<file path="config.mk">
export PLATFORM = sky130hd
export DESIGN_NAME = sprite_line_writer
export DESIGN_NICKNAME = d
export VERILOG_FILES = /design/src/rtl/sprite_line_writer.sv
export SDC_FILE = /design/constraint.sdc
export NUM_CORES = 1
export LEC_CHECK = 0
export ABC_AREA = 0
export BUFFER_PORTS_ARGS = -buffer_cell sky130_fd_sc_hd__buf_2
export CORE_ASPECT_RATIO = 1.25
export CORE_MARGIN = 10
export CORE_UTILIZATION = 60
export DETAILED_ROUTE_END_ITERATION = 7
export GPL_TIMING_DRIVEN = 0
export PLACE_DENSITY = 0.81
export SYNTH_ARGS = -nofsm -noshare
export SYNTH_HDL_FRONTEND = slang
export SYNTH_SLANG_ARGS = --single-unit
</file>
<file path="constraint.sdc">
create_clock -name clk -period 6.11 [get_ports clk]
set_input_delay 1.5275 -clock clk [delete_from_list [all_inputs] [get_ports clk]]
set_output_delay 1.5275 -clock clk [all_outputs]
set_load 0.01 [all_outputs]
</file>
<file path="src/rtl/sprite_line_writer.sv">
// Rasterises the cached sprites for one scanline into the line buffer, farthest first (SPRITE_TRANSPARENCY_EN skips index-0 texels).
// Latency: done 1 cycle after start if empty; else 1 + per sprite (2+span+1 drawn, 3 skipped), done pulse follows.
// Backpressure: none; sprite cache and texture ROM are fixed one-cycle reads, one pixel issued per cycle.
module sprite_line_writer #(
  parameter int WIDTH       = 320,
  parameter int MAX_SPRITES = 8,
  parameter int TEX_BITS    = 6
) (
  input  logic         clk,
  input  logic         rst,
  input  logic         start,
  output logic         done,
  input  logic [8:0]   y,
  input  logic [3:0]   sprite_count,
  output logic [2:0]   sprite_addr,
  input  logic [119:0] sprite_meta,
  output logic [19:0]  tex_addr,
  input  logic [7:0]   tex_data,
  output logic [8:0]   lb_waddr,
  output logic [7:0]   lb_wdata,
  output logic         lb_we
);

  typedef struct packed {
    logic [7:0]  tex_id;
    logic [15:0] z;
    logic [15:0] y_top;
    logic [15:0] height;
    logic [15:0] u_step;
    logic [15:0] v_step;
    logic [15:0] x_start;
    logic [15:0] x_end;
  } meta_t;

  typedef enum logic [2:0] {
    IDLE,
    FETCH,
    LOAD,
    DRAW,
    DRAIN,
    NEXT,
    DONE
  } state_t;

  localparam logic signed [15:0] XMAX    = 16'(WIDTH - 1);
  localparam logic [TEX_BITS-1:0] ROW_MAX = '1;
  localparam logic [3:0]          CNT_MAX = 4'(MAX_SPRITES);

  state_t state, state_next;

  meta_t                 meta;
  logic [3:0]            cnt_clamped;
  logic [2:0]            idx_init;
  logic signed [16:0]    dy;
  logic                  skip_row;
  logic [31:0]           row_prod;
  logic [31:0]           row_shift;
  logic [TEX_BITS-1:0]   row_sat;
  logic signed [15:0]    x_start_s;
  logic signed [15:0]    x_end_s;
  logic signed [15:0]    xs;
  logic signed [15:0]    xe;
  logic                  skip_clip;
  logic [16:0]           x_off;
  logic [23:0]           u_init;
  logic                  pix_keep;
  logic                  unused_meta_z;

  logic [2:0]            idx;
  logic [7:0]            tex_id_q;
  logic [TEX_BITS-1:0]   row_q;
  logic [23:0]           u_q;
  logic [15:0]           u_step_q;
  logic [8:0]            x_q;
  logic [8:0]            xe_q;
  logic [8:0]            x_pipe;
  logic                  pipe_vld;

  assign meta          = sprite_meta;
  assign unused_meta_z = ^meta.z;

  assign cnt_clamped = (sprite_count > CNT_MAX) ? CNT_MAX : sprite_count;
  assign idx_init    = 3'(cnt_clamped - 4'd1);

  // Row test: y is unsigned, y_top signed; 17 bits holds every difference.
  assign dy        = $signed({8'd0, y}) - $signed({meta.y_top[15], meta.y_top});
  assign skip_row  = dy[16] | (dy[15:0] >= meta.height);
  assign row_prod  = 32'(dy[15:0]) * 32'(meta.v_step);
  assign row_shift = row_prod >> 8;
  assign row_sat   = (row_shift > 32'(ROW_MAX)) ? ROW_MAX : row_shift[TEX_BITS-1:0];

  assign x_start_s = $signed(meta.x_start);
  assign x_end_s   = $signed(meta.x_end);
  assign xs        = x_start_s[15] ? 16'sd0 : x_start_s;
  assign xe        = (x_end_s > XMAX) ? XMAX : x_end_s;
  assign skip_clip = (xs > xe);

  // Left-clipped sprites start mid-texture: advance u by the hidden pixels.
  assign x_off  = {xs[15], xs} - {x_start_s[15], x_start_s};
  assign u_init = 24'(x_off) * {8'd0, meta.u_step};

`ifdef SPRITE_TRANSPARENCY_EN
  assign pix_keep = (tex_data != 8'h00);
`else
  assign pix_keep = 1'b1;
`endif

  always_ff @(posedge clk or posedge rst) begin
    if (rst) begin
      state <= IDLE;
    end else begin
      state <= state_next;
    end
  end

  // DRAIN makes the next-sprite decision itself so a drawn sprite costs 2+span+1.
  always_comb begin
    state_next = state;
    unique case (state)
      IDLE: begin
        if (start) begin
          state_next = (cnt_clamped == 4'd0) ? DONE : FETCH;
        end
      end
      FETCH: state_next = LOAD;
      LOAD:  state_next = (skip_row || skip_clip) ? NEXT : DRAW;
      DRAW:  state_next = (x_q == xe_q) ? DRAIN : DRAW;
      DRAIN, NEXT: state_next = (idx == 3'd0) ? DONE : FETCH;
      DONE:  state_next = IDLE;
      default: state_next = IDLE;
    endcase
  end

  always_comb begin
    done        = (state == DONE);
    sprite_addr = idx;
    tex_addr    = {tex_id_q, row_q, u_q[8+TEX_BITS-1:8]};
    lb_we       = pipe_vld & pix_keep;
    lb_waddr    = x_pipe;
    lb_wdata    = lb_we ? tex_data : 8'h00;
  end

  always_ff @(posedge clk or posedge rst) begin
    if (rst) begin
      idx      <= '0;
      tex_id_q <= '0;
      row_q    <= '0;
      u_q      <= '0;
      u_step_q <= '0;
      x_q      <= '0;
      xe_q     <= '0;
      x_pipe   <= '0;
      pipe_vld <= 1'b0;
    end else begin
      pipe_vld <= (state == DRAW);
      unique case (state)
        IDLE: begin
          if (start && cnt_clamped != 4'd0) begin
            idx <= idx_init;
          end
        end
        LOAD: begin
          tex_id_q <= meta.tex_id;
          row_q    <= row_sat;
          u_q      <= u_init;
          u_step_q <= meta.u_step;
          x_q      <= xs[8:0];
          xe_q     <= xe[8:0];
        end
        DRAW: begin
          x_pipe <= x_q;
          x_q    <= x_q + 9'd1;
          u_q    <= u_q + {8'd0, u_step_q};
        end
        DRAIN, NEXT: begin
          if (idx != 3'd0) begin
            idx <= idx - 3'd1;
          end
        end
        default: ;
      endcase
    end
  end

endmodule

</file>
### Word-level counts from Yosys, hierarchy flattened

Cells that the tools add are included.

* bitwise gates (word level): 1
* eq/ne operators: 10
* $lt $le $gt $ge: 5
* multiply operators: 2
* reduce and logical (&&, ||, !) cells: 11
* mux-type cells: 16
* add/sub/neg operators: 6

Operators by type and width (number)
* one-hot mux 24 bit (2 select lines): 1
* multiplier 16 x 16 -> 32 bit: 1
* adder 24 x 16 -> 24 bit: 1
* greater-than comparator 24 x 6 -> 1 bit, second input constant: 1
* multiplier 17 x 16 -> 24 bit: 1
* two-way mux 3 bit: 7
* one-hot mux 9 bit (2 select lines): 1
* subtractor 10 x 16 -> 17 bit: 1
* subtractor 16 x 16 -> 17 bit: 1
* >= comparator 16 bit: 1
* greater-than comparator 16 x 10 -> 1 bit, second input constant: 1
* greater-than comparator 16 bit: 1
* two-way mux 16 bit: 1
* two-way mux 15 bit: 1
* one-hot mux 3 bit (5 select lines): 1
* adder 9 x 1 -> 9 bit, second input constant: 1
* equality test 3 bit, second input constant: 3
* equality test 9 bit: 1
* two-way mux 8 bit: 1
* equality test 3 x 2 -> 1 bit, second input constant: 2
* logical NOT 3 bit: 2
* two-way mux 6 bit: 1
* != test 2 bit, second input constant: 3
* one-hot mux 3 bit (2 select lines): 1
* 13 further kinds: 15

* flip-flop bits (word level): 88
* logic and storage cells: 61
* input port bits: 144
* output and inout port bits: 42

### Longest topological paths before layout

* depth after elaboration: 6
* mapped depth: 38
* mapped depth without buffers: 35

### Worst setup path after synthesis

OpenSTA, ideal clock, no wires.

* kind: input to register
* start: in y[0]
* end: reg row_q[0]
* arrival time: 9424 ps
* path buffers: 3
* slack: -3441 ps
* stages on the path: 36
* library setup time: 127 ps
* data required time: 5983 ps
* path through: inv_1 -> ha_1 -> fa_1 -> nor2b_1 -> o21ai_0 -> a21boi_0 -> o21ai_0 -> a21boi_0 -> o21ai_0 -> a21boi_0 -> o21ai_0 -> xor2_1 -> clkbuf_1 -> nand2_1 -> fa_1 -> fa_1 -> inv_1 -> fa_1 -> fa_1 -> fa_1 -> inv_1 -> fa_1 -> inv_1 -> ha_1 -> clkbuf_1 -> o21ai_0 -> a21oi_1 -> nand2_1 -> a2bb2oi_1 -> o211ai_1 -> a21oi_1 -> or3_1 -> o211ai_1 -> and4_1 -> clkbuf_1 -> a21oi_1

* longest elaborated chain between the ends: 4

Ends and longest elaborated chain
* from (decl): line 13 `input logic [8:0] y,`
* subtractor 10 x 16 -> 17 bit (*): line 86 `assign dy = $signed({8'd0, y}) - $signed({meta.y_top[15], meta.y_top});`
* multiplier 16 x 16 -> 32 bit (*): line 88 `assign row_prod = 32'(dy[15:0]) * 32'(meta.v_step);`
* greater-than comparator 24 x 6 -> 1 bit: line 90 `assign row_sat = (row_shift > 32'(ROW_MAX)) ? ROW_MAX : row_shift[TEX_BITS-1:0];`
* two-way mux 6 bit (*): line 90
* to (signal assigned): line 164 `row_q <= row_sat;`
* to (decl): line 71 `logic [TEX_BITS-1:0] row_q;`

Mark *: on every way between the ends. The rest lies on a longest branch, timed or not.
A chain may end at the register's enable or synchronous reset.

### Worst setup path in the final report

* start: in y[2]
* end: reg row_q[1]

The elaborated chain is that of the path after synthesis.

==> summary.md <==
| Metric | Value |
|---|---|
| Status | `complete, but fails checks` |
| Failing checks | `setup timing` |
| RePlAce Congestion | `0.992` |
| # setup viols final | `14` |
| Hold Path Class | `flop to flop` |
| Crit path max fanout | `10` |
| Fin. Hold Viols | `0` |
| Core area | `27700 sq um` |
| Worst relative slew slack | `50.1%` |
| Most frequent cells in the layout | `inv_1 (349), nand2_1 (321), fa_1 (244)` |
| Max layer used | `met4` |
| Synth Net Count | `2602` |
| Critical Path End Type | `flop` |
| Crit share post-route | `148%` |
| Largest net degree at the start of global routing | `55` |
| Mapped Avg Cell Area | `8.44 sq um` |
| Initial antenna violation count | `1` |
| Final instance area | `20600 sq um` |
| CTS Buf Count | `9` |
| Vias in the first global route | `16200` |
| Max Buffers Root-to-Sink | `2` |
| Num Clock Sinks | `76` |
| Worst EP required | `6.34 ns` |
| Detailed-route DRC error count | `0` |
| Global Route Usage Sum | `29.4%` |
| TritonRoute pass-1 iters | `7` |
| First-pass GRT wire length | `82800 um` |
| WL met1 | `18100 um` |
| Ys Warns | `0` |
| Die Wd | `170 um` |
| WP buf/inv | `8` |
| Register area share after synthesis | `11.2%` |
| Wire length on met3 | `4010 um` |
| Met2 Wirelength | `26600 um` |
| Clk_skew | `0.00751 ns` |
| CP arrival | `9.27 ns` |
| Distinct cells, synth | `69` |
| Drt wl/cell | `20.1 um` |
| Slowest CP cell | `fa_1` |
| Min Tclk post-route | `9.04 ns` |
| DRT iter0 DRCs | `953` |
| Synth Flop Type | `dfrtp_1` |
| Share of cells above drive strength 1 | `21.2%` |
| Commonest non-fill, non-tap cell in the layout | `inv_1` |
| Effective utilization at floorplan | `61.1%` |
| Clock root buffer | `clkbuf_16` |
| Die ar. | `35400 sq um` |
| Area Growth Syn to Fin | `21.7%` |
| Critical Path Max Stage Delay | `0.59 ns` |
| Syn Inst Count | `2006` |
| DP HPWL | `41300 um` |
| Nets@finish | `2848` |
| Vias per cell | `5.82` |
| Max-cap violations | `0` |
| Final WS setup | `-2.93 ns` |
| Critical path startpoint category | `primary input` |
| Post-route ant nets | `0` |
| Post-synth EDFFs | `0` |
| Critical Path Most Common Cell | `fa_1` |
| Vias post-DR | `15200` |
| H-tree depth | `3` |
| Kind of cell adding the most delay to the critical path | `adder cells` |
| Remaining Overflow, GRT | `0` |
| Die Span Y | `208 um` |
| Max Slew Vio Count | `0` |
| Slew @ Worst Pin | `0.749 ns` |
| Final wirelength | `52500 um` |
| Later-pin clock latency in the skew report | `0.34 ns` |
| Synthesized flop and latch total | `76` |
| WS Path Type | `primary input to flop` |
| Syn Std Cell Area | `16900 sq um` |
| Num ports | `186` |
| Port Buffers | `165` |
| Core Rows | `68` |
| RSZ-0062 raised after global routing | `true` |
| Ys async rst share | `100%` |
| Fmax achieved | `111 MHz` |
| Clock slew at reported path FFs | `0.07 ns` |
| CTS tree | `yes` |
| Dpl cell area | `18800 sq um` |
logic make-up after synthesis:
kind of cell,count (synthesis),synth area share [%]
mux,19,1.21
fa+ha+maj,452,44.6
compound gates,241,8.95
xor+xnor,75,4.29
simple gates,691,19.6
flops,76,11.2
buf+inv,452,10.2
sequential cells by signal (all words and copies together), names as in the netlist, 6 cells and up:
name / count
u_q: 14
u_step_q: 14
lb_waddr: 9
x_q: 9
xe_q: 9
tex_id_q: 8
row_q: 6
stage by stage:
step,worst slack [ns],std cells,hold WS (ns),utilization [%],setup TNS (ns)
6_report,-2.93,2608,0.471,74.3,-23.95
2_1_floorplan,-2.54,2006,0.450,-,-18.64
3_5_place_dp,-4.22,2522,0.457,67.6,-36.06
3_3_place_gp,-4.13,2521,0.452,67.5,-34.96
5_1_grt,-3.20,2608,0.493,74.3,-27.00
4_1_cts,-2.92,2591,0.473,72.7,-23.09
metal layers:
| metal | vias to the layer above | global-route usage [%] |
|---|---|---|
| met5 | - | 0 |
| met4 | 0 | 17.6 |
| met3 | 231 | 4.00 |
| met2 | 791 | 52.1 |
| met1 | 7402 | 32.5 |
| li1 | 6765 | - |
tightest hold or removal path, delay by kind of cell (launching register included):
kind | cells | cell delay, ns
DFF | 1 | 0.34
and+or+nand+nor | 2 | 0.10
Yosys cell counts, drive strengths merged, types with 21 or more instances:
master  number  area [sq um]
nand2      335          1260
dfrtp       76          1900
inv        372          1400
a21o        21           158
ha         200          2500
o21ai       71           355
xnor2       47           412
xor2        23           201
nor2        65           244
and2       134           838
fa         252          5040
nand3       24           120
clkbuf      67           251
nor2b       47           294
a21oi       62           310
worst paths after layout:
path,startpoint,to,slack [ns],depth (start not counted)
worst max-delay path,y[2],row_q[1],-2.93,30
worst min-delay path,tex_id_q[0],tex_id_q[0],0.47,2
worst max register to register,u_q[0],u_q[12],3.16,13
worst min register to register,tex_id_q[0],tex_id_q[0],0.47,2
max in group asynchronous,rst,u_step_q[9],4.41,3
min in group asynchronous,rst,tex_id_q[6],1.14,2
area by class of cell:
cell class,count,area [sq um]
diodes,1,2.50
plain buffers,74,463
clock buffers,10,239
clock inverters,6,119
fillers,2002,7120
inverters,373,1420
multi-input cells,1478,14500
flip-flops and latches,76,1900
well taps,350,438
repair buffers,240,1560
timing repair:
action                     in CTS  in global routing
hold buffers                    0                  0
resized for setup             139                 77
setup buffers                  55                 18
setup endpoints to repair      14                 14
cloned                          1                  0
pin swaps                      87                 70
Power is not shown: default switching activity piles up to over one toggle a cycle in this logic, so the estimate is an artifact.
